--- src/rtl/cpu_run_ctrl_pkg.sv ---
// Shared encodings for the run/halt sequencer: FSM states, pause causes,
// and the default syscall code that stops the core.
package cpu_run_ctrl_pkg;

    typedef enum logic [1:0] {
        ST_IDLE  = 2'd0,
        ST_RUN   = 2'd1,
        ST_STEP  = 2'd2,
        ST_PAUSE = 2'd3
    } run_state_e;

    typedef enum logic [1:0] {
        CAUSE_NONE    = 2'd0,
        CAUSE_SYSCALL = 2'd1,
        CAUSE_BKPT    = 2'd2,
        CAUSE_STEP    = 2'd3
    } pause_cause_e;

    // MARS exit convention: syscall with $v0 == 10 terminates the program.
    localparam logic [31:0] HALT_CODE_DEF = 32'd10;

endpackage

--- src/rtl/cpu_run_ctrl_go_sync_edge.sv ---
// Go push-button conditioning: three-flop synchroniser followed by a
// rising-edge detector producing a single-cycle go_pulse.
module cpu_run_ctrl_go_sync_edge (
    input  logic clk,
    input  logic clr,
    input  logic go,
    output logic go_pulse
);

    logic s1_q, s2_q, s3_q;

    // Shift the raw level through the synchroniser; s3 holds the previous s2
    // so a level held across reset release still yields exactly one pulse.
    always_ff @(posedge clk) begin
        if (!clr) begin
            s1_q <= 1'b0;
            s2_q <= 1'b0;
            s3_q <= 1'b0;
        end else begin
            s1_q <= go;
            s2_q <= s1_q;
            s3_q <= s2_q;
        end
    end

    assign go_pulse = s2_q & ~s3_q;

endmodule

--- src/rtl/cpu_run_ctrl.sv ---
// Run/halt sequencer for the single-cycle MIPS core. Owns the PC register
// enable: run, single-step, syscall halt, one PC breakpoint, and a
// retired-instruction counter.
module cpu_run_ctrl
    import cpu_run_ctrl_pkg::*;
#(
    parameter logic [31:0] HALT_CODE = HALT_CODE_DEF,
    parameter int          CNT_W     = 32
) (
    input  logic             clk,
    input  logic             clr,
    input  logic             go,
    input  logic             step_mode,
    input  logic             syscall,
    input  logic [31:0]      syscall_arg,
    input  logic             bkpt_en,
    input  logic [31:0]      bkpt_addr,
    input  logic [31:0]      pc,
    output logic             pc_en,
    output logic [1:0]       run_state,
    output logic [1:0]       pause_cause,
    output logic [CNT_W-1:0] instr_count
);

    run_state_e       state_q;
    pause_cause_e     cause_q;
    logic             resume_q;
    logic [CNT_W-1:0] cnt_q;

    logic go_pulse;
    logic halt_hit;
    logic bkpt_hit;
    logic pc_en_c;

    cpu_run_ctrl_go_sync_edge u_go_sync (
        .clk      (clk),
        .clr      (clr),
        .go       (go),
        .go_pulse (go_pulse)
    );

    assign halt_hit = syscall & (syscall_arg == HALT_CODE);
    assign bkpt_hit = bkpt_en & (pc == bkpt_addr);

    // PC enable: RUN stops on a halt/breakpoint unless we are just resuming
    // past one; STEP always retires its single instruction.
    always_comb begin
        pc_en_c = 1'b0;
        case (state_q)
            ST_RUN:  pc_en_c = resume_q | ~(halt_hit | bkpt_hit);
            ST_STEP: pc_en_c = 1'b1;
            default: pc_en_c = 1'b0;
        endcase
    end

    // Run/halt FSM with registered cause and the resume mask that lets the
    // core step over the instruction it stopped on.
    always_ff @(posedge clk) begin
        if (!clr) begin
            state_q  <= ST_IDLE;
            cause_q  <= CAUSE_NONE;
            resume_q <= 1'b0;
        end else begin
            if (pc_en_c) resume_q <= 1'b0;
            case (state_q)
                ST_IDLE, ST_PAUSE: begin
                    if (go_pulse) begin
                        state_q  <= step_mode ? ST_STEP : ST_RUN;
                        cause_q  <= CAUSE_NONE;
                        resume_q <= 1'b1;
                    end
                end
                ST_RUN: begin
                    if (!resume_q && halt_hit) begin
                        state_q <= ST_PAUSE;
                        cause_q <= CAUSE_SYSCALL;
                    end else if (!resume_q && bkpt_hit) begin
                        state_q <= ST_PAUSE;
                        cause_q <= CAUSE_BKPT;
                    end
                end
                ST_STEP: begin
                    state_q <= ST_PAUSE;
                    cause_q <= CAUSE_STEP;
                end
                default: state_q <= ST_IDLE;
            endcase
        end
    end

    // Retired-instruction counter; wraps naturally at 2^CNT_W.
    always_ff @(posedge clk) begin
        if (!clr) begin
            cnt_q <= '0;
        end else if (pc_en_c) begin
            cnt_q <= cnt_q + CNT_W'(1);
        end
    end

    assign pc_en       = pc_en_c;
    assign run_state   = state_q;
    assign pause_cause = cause_q;
    assign instr_count = cnt_q;

endmodule

--- config.mk ---
export PLATFORM = sky130hd
export DESIGN_NAME = cpu_run_ctrl
export DESIGN_NICKNAME = d
export VERILOG_FILES = /design/src/rtl/cpu_run_ctrl_pkg.sv /design/src/rtl/cpu_run_ctrl_go_sync_edge.sv /design/src/rtl/cpu_run_ctrl.sv
export SDC_FILE = /design/constraint.sdc
export NUM_CORES = 1
export LEC_CHECK = 0
export ABC_CLOCK_PERIOD_IN_PS = 4890
export CORE_ASPECT_RATIO = 2
export CORE_MARGIN = 3
export CORE_UTILIZATION = 39
export DETAILED_ROUTE_END_ITERATION = 6
export PLACE_DENSITY = 0.89
export SLEW_MARGIN = 20
export SYNTH_ARGS = -nofsm -noshare
export SYNTH_HDL_FRONTEND = slang
export SYNTH_SLANG_ARGS = --single-unit
--- constraint.sdc ---
create_clock -name clk -period 4.89 [get_ports clk]
set_input_delay 1.467 -clock clk [delete_from_list [all_inputs] [get_ports clk]]
set_output_delay 1.467 -clock clk [all_outputs]
set_load 0.02 [all_outputs]
==> results.md <==
- First-pass GRT wire length: 13.92 mm
- Main synth FF type: dfxtp_1
- Post-Place Cells: 516
- Worst path required time: 3420 ps
- Initial antenna violation count: 0
- Synth area leader: dfxtp_1
- Period Utilization, post-route: 98.50%
- Post-synth ARST share: 0%
- CTS tree: yes
- # port buffers: 138
- Pin count of the biggest net entering global routing: 36
- Syn-to-layout area delta: 68.36%
- ANT nets after route: 0
- Post-route cell area: 4240 um2
- Slew Limit Fails: 0
- Syn_area_per_cell: 8.480 um2
- Worst slew pin tran: 892.9 ps
- Synth top area share: 31.79%
- PwrDens: 273.4 nW/um2
- Maximum vdd drop: 249.5 uV
- Most numerous cell in the Yosys netlist: dfxtp_1
- CTS clk-pin slew, worst paths: 60 ps
- CTS Buf Count: 5
- Final layout net count: 545
- Grt ovf: 0
- Dpl cell area: 3988 um2
- Drt drc: 0
- Non-filler cells, final: 525
- HPWL Detailed: 6.957 mm
- Ys Warns: 0
- CORE AREA: 6156 um2
- Post-synth EDFFs: 0
- Worst setup path category: in -> out
- Die H: 119.7 um
- Clock net sink count: 40
- Gate Count Post-Synth: 297
- Clock Path Buffers: 2
- Commonest cells in the synthesized netlist: 40 x dfxtp_1, 28 x xnor2_1, 25 x a21oi_1
- DR WL/cell: 17.06 um
- Diode count: 0
- Synth Cell Area: 2519 um2
- I/O pins: 139
- Max H-tree Level: 2
- Die Wd: 62.83 um
- Clock Latency Late Sink: 280 ps
- Share of cells above drive strength 1: 9.751%
- Achievable Freq: 207.6 MHz
- Final Wtd Congestion: 0.7769
- Critical path launch point type: primary input
- Initial Util: 40.91%
- Final WL: 8.954 mm
- Max Fanout on Critical Path: 2
- Final setup vio count: 0
- Max_slew headroom: 40.31%
- CTS root buf: clkbuf_16
- Min-Delay Path Class: reg -> reg
- 1st-iter DRT viols: 108
- Final hold vios: 0
- #FFs+latches synth: 40
- DR vias: 2,932
- DRT Pass-1 Iters: 4
- Clk_skew: 2.993 ps
- Maxcap violations: 0
- Vias/cell: 5.585
- Status: finished, final reports clean
- Data arrival, critical path: 3350 ps
- Unique cell type count in the Yosys netlist: 55
- Worst Setup End Kind: output port
- Seq/Total Area, Yosys: 31.79%
- Core Rows: 40
- Min Clock Period, post-route: 4817 ps
- Gr usage total: 23.06%
- Vias in the first global route: 2,849
- Lkg Pwr: 1.389 nW
- Syn Nets: 402
- Die area: 7517 um2
- Area contributors post-synth: dfxtp_1 32%, xnor2_1 9.7%, a21oi_1 5.0%, nand4_1 4.5%, nand2_1 3.6%
- Setup TNS: 0 ps
stage by stage:
step	utilization [%]	hold WS (ps)	setup slack [ps]	power (W)
2_1_floorplan	-	411.9	474.2	0.0006134
3_3_place_gp	64.78	427.2	-276.5	0.0007795
3_5_place_dp	64.78	429.1	-289.6	0.0007932
4_1_cts	68.48	445.7	1.533	0.001164
5_1_grt	68.88	462.5	-32.79	0.001217
6_report	68.88	439.4	73.41	0.001159
cells by family (layout without fill, tap and decap cells):
group | after synthesis | after routing | share of synthesized area [%]
muxes | 7 | 7 | 2.782
AOI/OAI and AO/OA | 60 | 60 | 15.45
adders and majority gates | 3 | 3 | 1.490
xor gates and xnor gates | 33 | 33 | 11.48
DFF | 40 | 40 | 31.79
buffers and inverters | 22 | 166 | 4.570
and+or+nand+nor | 132 | 132 | 32.44
metal layers:
layer	wire, um	track usage (%)	up-vias
met3	636	6.929	18
met4	229	8.714	0
li1	-	-	1403
met2	4997	45.42	134
met1	3090	21.50	1377
met5	0	0	-
layout by cell type (no fill, tap or decap), drive strengths merged, types with 7 or more instances in the layout:
master           n
nand3           11
dfxtp           40
mux2i            7
or3             11
nand2b           7
nand4           19
xnor2           28
nor2            11
buf              8
o21ai           11
clkdlybuf4s50  137
o31ai           11
nor4            14
a21oi           25
nand2           24
or4             12
inv             11
report_power, final:
part / total, W / leakage, nW / switching, W / internal [W]
Combinational: 0.000424 / 0.986 / 0.000223 / 0.000201
Clock: 0.000369 / 0.0798 / 0.000129 / 0.000240
Sequential: 0.000366 / 0.323 / 0.0000207 / 0.000346
worst max-delay path, stage by stage:
cell	delay, ps
clkdlybuf4s50_1	450
nor4bb_2	320
nand4_1	220
o31a_2	350
or2_4	250
o211ai_4	90
inv_1	50
clkbuf_2	160
area by class of cell:
| class | count | area [um2] |
|---|---|---|
| fill | 484 | 1916 |
| multi-input combinational | 235 | 1685 |
| timing repair buffer | 146 | 1436 |
| sequential | 40 | 800.8 |
| clock buffer | 5 | 125.1 |
| tap | 84 | 105.1 |
| inverter | 12 | 45.04 |
| clock inverter | 3 | 42.54 |
repair_timing:
item,in CTS,in global routing
buffers inserted,1,0
setup endpoints to repair,1,1
pin swaps,7,1
hold buffers,0,0
resized for setup,9,6
registers in the layout (all words and copies together) (netlist names):
register	flops
resume_q	1
u_go_sync.s3_q	1
u_go_sync.s1_q	1
run_state	2
instr_count	32
pause_cause	2
u_go_sync.s2_q	1
path summary, 6_finish.rpt:
check / start / to / slack (ps) / cells after the start
worst max-delay path: syscall_arg[3] / pc_en / 70 / 8
worst max register to register: run_state[0] / instr_count[14] / 2460 / 6
worst min-delay path: u_go_sync.s1_q / u_go_sync.s2_q / 440 / 1
worst min register to register: u_go_sync.s1_q / u_go_sync.s2_q / 440 / 1
Power figures use the tool's default switching activity.
